$ cat src/rtl/exu_muldiv_ctrl.sv
// rtl/exu_muldiv_ctrl.sv - iterative RV64M multiply/divide sequencer for the execute stage
module exu_muldiv_ctrl #(
    parameter int XLEN  = 64,
    parameter int CNT_W = 7
) (
    input  logic            clk,
    input  logic            rstn,
    input  logic            flush_nop,
    input  logic            md_start,
    input  logic [2:0]      md_opcode,
    input  logic            md_halfop,
    input  logic [XLEN-1:0] md_src1,
    input  logic [XLEN-1:0] md_src2,
    input  logic [4:0]      md_rd_in,
    output logic            md_stall,
    output logic            md_valid,
    output logic [XLEN-1:0] md_result,
    output logic [4:0]      md_rd
);

    localparam int DW = 2 * XLEN;

    typedef enum logic [1:0] {S_IDLE, S_BUSY, S_DONE} state_t;

    state_t            state_q, state_d;
    logic [CNT_W-1:0]  cnt_q, cnt_d;
    logic [2:0]        op_q, op_d;
    logic              w_q, w_d, neg_q, neg_d, rneg_q, rneg_d;
    logic [DW-1:0]     acc_q, acc_d, mcand_q, mcand_d;
    logic [XLEN-1:0]   mplier_q, mplier_d;
    logic              valid_q, valid_d;
    logic [XLEN-1:0]   result_q, result_d;
    logic [4:0]        rd_q, rd_d;

    logic              w_in, s1_sgn, s2_sgn, a_neg, b_neg, div_zero, div_ovf, start_ok;
    logic [XLEN-1:0]   a_ext, b_ext, a_mag, b_mag, min_val, spec_val;
    logic [XLEN:0]     rem_sh, diff;
    logic [DW-1:0]     prod;
    logic [XLEN-1:0]   quot, rem, fin_raw, fin;
    logic              load_res, w_c;

    // Operands are reduced to magnitudes so both datapaths run unsigned.
    assign w_in     = md_halfop & ((md_opcode == 3'd0) | md_opcode[2]);
    assign s1_sgn   = (md_opcode == 3'd1) | (md_opcode == 3'd2) | (md_opcode == 3'd4) | (md_opcode == 3'd6);
    assign s2_sgn   = (md_opcode == 3'd1) | (md_opcode == 3'd4) | (md_opcode == 3'd6);
    assign a_ext    = w_in ? {{(XLEN-32){s1_sgn & md_src1[31]}}, md_src1[31:0]} : md_src1;
    assign b_ext    = w_in ? {{(XLEN-32){s2_sgn & md_src2[31]}}, md_src2[31:0]} : md_src2;
    assign a_neg    = s1_sgn & a_ext[XLEN-1];
    assign b_neg    = s2_sgn & b_ext[XLEN-1];
    assign a_mag    = a_neg ? -a_ext : a_ext;
    assign b_mag    = b_neg ? -b_ext : b_ext;
    assign min_val  = w_in ? {{(XLEN-31){1'b1}}, 31'b0} : {1'b1, {(XLEN-1){1'b0}}};
    assign div_zero = md_opcode[2] & (b_ext == '0);
    assign div_ovf  = md_opcode[2] & ~md_opcode[0] & (a_ext == min_val) & (&b_ext);
    assign spec_val = div_zero ? (md_opcode[1] ? a_ext : '1) : (md_opcode[1] ? '0 : a_ext);
    assign start_ok = md_start & ~flush_nop;

    assign rem_sh   = acc_q[DW-1:XLEN-1];
    assign diff     = rem_sh - {1'b0, mcand_q[XLEN-1:0]};

    always_comb begin
        state_d  = state_q;
        cnt_d    = cnt_q;
        op_d     = op_q;
        w_d      = w_q;
        neg_d    = neg_q;
        rneg_d   = rneg_q;
        acc_d    = acc_q;
        mcand_d  = mcand_q;
        mplier_d = mplier_q;
        rd_d     = rd_q;
        load_res = 1'b0;
        unique case (state_q)
            S_IDLE: begin
                if (start_ok) begin
                    op_d   = md_opcode;
                    w_d    = w_in;
                    rd_d   = md_rd_in;
                    neg_d  = a_neg ^ b_neg;
                    rneg_d = a_neg;
                    cnt_d  = w_in ? CNT_W'(32) : CNT_W'(XLEN);
                    if (div_zero | div_ovf) begin
                        acc_d    = {{XLEN{1'b0}}, spec_val};
                        load_res = 1'b1;
                        state_d  = S_DONE;
                    end else if (md_opcode[2]) begin
                        // W dividends sit in the top half so 32 steps consume them.
                        acc_d   = w_in ? {{XLEN{1'b0}}, a_mag[31:0], {(XLEN-32){1'b0}}}
                                       : {{XLEN{1'b0}}, a_mag};
                        mcand_d = {{XLEN{1'b0}}, b_mag};
                        state_d = S_BUSY;
                    end else begin
                        acc_d    = '0;
                        mcand_d  = {{XLEN{1'b0}}, a_mag};
                        mplier_d = b_mag;
                        state_d  = S_BUSY;
                    end
                end
            end
            S_BUSY: begin
                cnt_d = cnt_q - 1'b1;
                if (op_q[2]) begin
                    if (!diff[XLEN]) acc_d = {diff[XLEN-1:0], acc_q[XLEN-2:0], 1'b1};
                    else             acc_d = {rem_sh[XLEN-1:0], acc_q[XLEN-2:0], 1'b0};
                end else begin
                    if (mplier_q[0]) acc_d = acc_q + mcand_q;
                    mcand_d  = mcand_q << 1;
                    mplier_d = mplier_q >> 1;
                end
                if (cnt_q == CNT_W'(1)) begin
                    load_res = 1'b1;
                    state_d  = S_DONE;
                end
            end
            S_DONE:  state_d = S_IDLE;
            default: state_d = S_IDLE;
        endcase
        if (flush_nop) begin
            state_d  = S_IDLE;
            load_res = 1'b0;
        end
    end

    // Final sign fix-up and half/quotient/remainder selection from the next accumulator.
    always_comb begin
        prod    = neg_q ? -acc_d : acc_d;
        quot    = acc_d[XLEN-1:0];
        rem     = acc_d[DW-1:XLEN];
        w_c     = (state_q == S_IDLE) ? w_in : w_q;
        fin_raw = acc_d[XLEN-1:0];
        if (state_q != S_IDLE) begin
            if (!op_q[2])    fin_raw = (op_q == 3'd0) ? prod[XLEN-1:0] : prod[DW-1:XLEN];
            else if (op_q[1]) fin_raw = rneg_q ? -rem : rem;
            else             fin_raw = neg_q ? -quot : quot;
        end
        fin      = w_c ? {{(XLEN-32){fin_raw[31]}}, fin_raw[31:0]} : fin_raw;
        valid_d  = load_res;
        result_d = load_res ? fin : result_q;
    end

    always_ff @(posedge clk or negedge rstn) begin
        if (!rstn) begin
            state_q  <= S_IDLE;
            cnt_q    <= '0;
            op_q     <= '0;
            w_q      <= 1'b0;
            neg_q    <= 1'b0;
            rneg_q   <= 1'b0;
            acc_q    <= '0;
            mcand_q  <= '0;
            mplier_q <= '0;
            valid_q  <= 1'b0;
            result_q <= '0;
            rd_q     <= '0;
        end else begin
            state_q  <= state_d;
            cnt_q    <= cnt_d;
            op_q     <= op_d;
            w_q      <= w_d;
            neg_q    <= neg_d;
            rneg_q   <= rneg_d;
            acc_q    <= acc_d;
            mcand_q  <= mcand_d;
            mplier_q <= mplier_d;
            valid_q  <= valid_d;
            result_q <= result_d;
            rd_q     <= rd_d;
        end
    end

    assign md_stall  = (state_q == S_BUSY) | ((state_q == S_IDLE) & start_ok);
    assign md_valid  = valid_q;
    assign md_result = result_q;
    assign md_rd     = rd_q;

endmodule
$ cat config.mk
export PLATFORM = sky130hd
export DESIGN_NAME = exu_muldiv_ctrl
export DESIGN_NICKNAME = d
export VERILOG_FILES = /design/src/rtl/exu_muldiv_ctrl.sv
export SDC_FILE = /design/constraint.sdc
export NUM_CORES = 2
export LEC_CHECK = 0
export CAP_MARGIN = 20
export CORE_UTILIZATION = 50
export CTS_CLUSTER_DIAMETER = 200
export DETAILED_ROUTE_END_ITERATION = 7
export PLACE_DENSITY = 0.74
export SLEW_MARGIN = 20
export SYNTH_ARGS = -nofsm -noshare
export SYNTH_HDL_FRONTEND = slang
export SYNTH_SLANG_ARGS = --single-unit
$ cat constraint.sdc
create_clock -name clk -period 9.8 [get_ports clk]
set_input_delay 1.96 -clock clk [delete_from_list [all_inputs] [get_ports clk]]
set_output_delay 1.96 -clock clk [all_outputs]
set_load 0.01 [all_outputs]
==> results of run 1 <==
through the flow:
stage	util	setup slack (ps)	cells	cell area, um^2	hold WS [ps]
after floorplan	-	1890	6890	48400	449
after global placement	0.552	397	8161	52700	457
after detailed placement	0.552	229	8161	52700	467
after CTS	0.570	936	8257	54400	482
layer usage:
layer  GRT overflow  track usage
met4             14        0.581
met5              0        0.119
met3              2        0.443
met1              0        0.703
met2             18        0.835
synthesized netlist by cell type, drive strengths merged (31+ instances only):
| library cell | n |
|---|---|
| nand2 | 803 |
| a21oi | 701 |
| nor2 | 682 |
| o21ai | 635 |
| clkbuf | 443 |
| dfrtp | 405 |
| nor3 | 210 |
| ha | 198 |
| xnor2 | 190 |
| nand4 | 183 |
| inv | 179 |
| a211oi | 157 |
| nand3 | 156 |
| xor2 | 134 |
| nor4 | 118 |
| o211ai | 109 |
| a21o | 104 |
| a31oi | 92 |
| a22o | 82 |
| o31ai | 81 |
| or3 | 69 |
| nand2b | 61 |
| mux2i | 59 |
| o221ai | 56 |
| a22oi | 49 |
| and3 | 46 |
| or2 | 46 |
| a211o | 44 |
| buf | 44 |
| o21a | 44 |
| a221oi | 42 |
| or4 | 39 |
| and2 | 35 |
| o22ai | 35 |
| o41ai | 35 |
| and4 | 33 |
| a21boi | 31 |
| o2111ai | 31 |
cell families after synthesis:
group | share of synthesized area
DFF | 0.209
adders and majority gates | 0.0520
xor gates and xnor gates | 0.0586
AOI/OAI and AO/OA | 0.354
and+or+nand+nor | 0.257
buffers and inverters | 0.0523
muxes | 0.0175
==> impl_metrics.yaml, run 1 <==
yosys:
  synth_seq_area_share: 0.209
  yosys.area.top_type: "dfrtp_1"
  synthArstFlopShare: 1.00
  synth_edf_count: 0
  syn_area_per_cell_um2: 7.03
  synth_flop_cell: "dfrtp_1"
  syn_nets: 7231
  ys_warn_count: 0
  synth-seq-cells: 405
  yosysTopAreaCellShare: 0.209
  synth.area.top_cells: "dfrtp_1 (21%), a21oi_1 (7.2%), o21ai_0 (6.3%)"
  syn_area_um2: 48400
  netlist_instances: 6890
  synth_cell_type_count: 102
cts:
  cts_sinks: 405
  cts_inserted_buffers: 52
  cts_hold_buf: 0
  cts_root_buf: "clkbuf_16"
  htree_levels: 2
  post_cts_buffers: 0
  ctsResizeCount: 0
  ctsLongestPathBuffers: 3
grt:
  grt_pass1_vias: 63200
  grt.total_usage: 0.651
  grt_pass1_wl_mm: 468
  grt_max_degree: 192
  grt_overflow: 34
floorplan:
  die_x_um: 313
  die_h_um: 313
  start_util: 0.507
  io_pins: 212
  num_rows: 113
run_status:
  status: "stopped before the end"
  stop_stage: "global routing (5_1_grt)"
  toolErrorMsg: "[ERROR GRT-0116] Global routing finished with congestion. Check the congestion regions in the DRC Viewer."
place:
  post-dp-hpwl_mm: 241
  place_congestion: 1.30
  port-buffer-count: 211
==> inputs of run 2 (changes only) <==
Settings changed: CORE_UTILIZATION 50 to 35, CTS_CLUSTER_DIAMETER 200 to unset, PLACE_DENSITY 0.74 to unset, PLACE_DENSITY_LB_ADDON set to 0.15.
==> impl_metrics.yaml, run 2 <==
cts:
  ctsLongestPathBuffers: 3
  clk_pin_slew_worst_paths_ps: 60
  cts_tree: "yes"
  cts_sinks: 405
  cts_root_buf: "clkbuf_16"
  cts_hold_buf: 0
  ctsResizeCount: 0
  post_cts_buffers: 0
  htree_levels: 2
  clk_latency_ps: 730
  cts_inserted_buffers: 56
worst_setup_path:
  end_kind: "register"
  worstPathBufferInverterCount: 6
  critical_path_arrival_ps: 10010
  crit_path_top_delay_cell: "dfrtp_1"
  cp_max_fo: 25
  cp_top_family: "simple AND/OR/NAND/NOR gates"
  crit_path_max_incr_delay_ps: 930
  start_kind: "register"
  worstSetupPathType: "register to register"
  critPathRequiredTime_ps: 10440
floorplan:
  die-area_um2: 140000
  io_pins: 212
  num_rows: 136
  core_um2: 137000
  die_h_um: 374
  start_util: 0.353
  die_x_um: 374
yosys:
  synth_cell_type_count: 102
  yosysTopAreaCellShare: 0.209
  syn_nets: 7231
  synth-seq-cells: 405
  yosys.area.top_type: "dfrtp_1"
  synthArstFlopShare: 1.00
  synth_edf_count: 0
  synth_seq_area_share: 0.209
  synth_common_cells: "nand2_1 (802), a21oi_1 (701), nor2_1 (682)"
  ys_warn_count: 0
  yosysMostFrequentCell: "nand2_1"
  netlist_instances: 6890
  syn_area_per_cell_um2: 7.03
  synth.area.top_cells: "dfrtp_1 (21%), a21oi_1 (7.2%), o21ai_0 (6.3%)"
  synth_flop_cell: "dfrtp_1"
  syn_area_um2: 48400
cells_and_area:
  fin_nets: 7422
  multiInputGateArea_um2: 36100
  largestRegisters: "acc_q x128, mcand_q x128"
  syn_to_final_growth_pct: 16.9
  seq_area_um2: 10100
  mostFrequentLayoutCell: "nand2_1"
  postLayoutCellArea_um2: 56600
  drive_gt1_frac: 0.0991
  num-fill-cells: 14500
  final_cell_mix: "nand2_1 (799), a21oi_1 (699), nor2_1 (674)"
pwr:
  leakage_nw: 22.2
  ir_drop_mv: 0.288
  power.switching_mw: 13.0
  seq_power_share: 0.158
  internal-power_mw: 8.01
  power_frac_comb: 0.731
  swShare: 0.618
  p_clk_frac: 0.111
  power_mw: 21.0
  power_density_nw_per_um2: 371
place:
  placed_cell_area_um2: 54400
  post-dp-hpwl_mm: 283
  port-buffer-count: 211
  place_congestion: 1.12
  pre_cts_ws_ps: -4.47
sta:
  worst_slew_pin_slew_ps: 1330
  fin_crit_sh: 0.956
  hold_viol: 0
  max_freq_ghz: 0.107
  report.final.slew_viol_count: 0
  max_slew_margin: 0.110
  rsz0062_at_grt: "no"
  worst_slack_ps: 428
  period_needed_ps: 9370
  hold_slack_ps: 475
  finClkSkew_ps: 68.1
  setup_viol_count_final: 0
run_status:
  violations: "design-rule violations"
  status: "finished with violations"
worst_hold_path:
  hold_path_class: "register to register"
grt:
  grt.total_usage: 0.489
  grt_pass1_vias: 57700
  grt_overflow: 0
  antenna_found_initial: 31
  grt_pass1_wl_mm: 482
  grt_max_degree: 192
detailed_routing:
  wl_met1_mm: 132
  routedWlPerCell_um: 39.5
  postRouteAntennaNets: 0
  highest_layer: "met5"
  detail_route.first_pass.iterations: 8
  num_vias: 63100
  routed_wl_mm: 354
  via_per_inst: 7.06
  route.detailed.drc: 10
  route.met2.wl_mm: 142
  dr_wl_met3_mm: 41.2
  drt_iter0_markers: 9563
flow_run:
  drv_cap: 0
## run 2: layer usage
metal / track usage / up-vias
met5: 0 / -
li1: - / 26500
met1: 0.590 / 30400
met4: 0.429 / 12
met3: 0.152 / 1288
met2: 0.698 / 4880
## run 2: logic make-up after synthesis
logic type      synth area share
fa+ha+maj                 0.0520
flops                      0.209
compound gates             0.354
xor+xnor                  0.0586
mux                       0.0175
buf+inv                   0.0523
simple gates               0.257
## run 2: final cells by class
type,count,share of cell area
antenna,27,0.00119
timing repair buffer,620,0.0948
sequential,405,0.179
clock buffer,81,0.0287
tap,1794,0.0397
multi-input combinational,5814,0.638
clock inverter,22,0.00644
inverter,184,0.0122
## run 2: worst reg2reg max path, stage by stage (launching register included)
cell and delay [ps]:
dfrtp_1 930, ha_1 510, inv_1 100, fa_1 420
a21o_1 210, a221oi_1 560, or3_1 280, a2111oi_2 90
buf_4 200, or2_2 390, a211o_1 500, buf_12 260
nor4_1 530, nor3_1 120, o22ai_1 550, inv_1 220
nor4_1 760, nand4_1 410, buf_4 290, or2_2 470
nor4_1 600, mux2i_1 150, a21oi_1 300, o21ai_0 160
buf_4 180, a31oi_1 150
## run 2: path summary, 6_finish.rpt
| kind | from | endpoint | slack [ps] | depth (start not counted) |
|---|---|---|---|---|
| setup / recovery | mcand_q[0]$_DFFE_PN0P_ | md_result[32]$_DFFE_PN0P_ | 430 | 25 |
| hold / removal | md_rd[3]$_DFFE_PN0P_ | md_rd[3]$_DFFE_PN0P_ | 480 | 2 |
| setup reg to reg | mcand_q[0]$_DFFE_PN0P_ | md_result[32]$_DFFE_PN0P_ | 430 | 25 |
| hold reg to reg | md_rd[3]$_DFFE_PN0P_ | md_rd[3]$_DFFE_PN0P_ | 480 | 2 |
| max in group asynchronous | rstn | mplier_q[35]$_DFFE_PN0P_ | 6440 | 3 |
| min in group asynchronous | rstn | mcand_q[91]$_DFFE_PN0P_ | 1170 | 1 |
## run 2: stage by stage
step	setup TNS (ps)	cells	utilization
after floorplan	0	6890	-
after global placement	0	8815	0.396
after detailed placement	-4.47	8815	0.396
after CTS	0	8918	0.411
after global routing	0	8925	0.412
final	0	8947	0.412
## run 2: power by group through the flow
stage                     registers [mW]  logic (mW)  clock network [mW]
after detailed placement            3.26        14.4                   0
after CTS                           3.24        14.4                2.33
after global routing                3.30        15.7                2.38
final                               3.32        15.3                2.33
after floorplan                     2.71        7.79                   0
after global placement              3.27        14.4                   0
No activity file was read; power rests on OpenSTA's default activity.
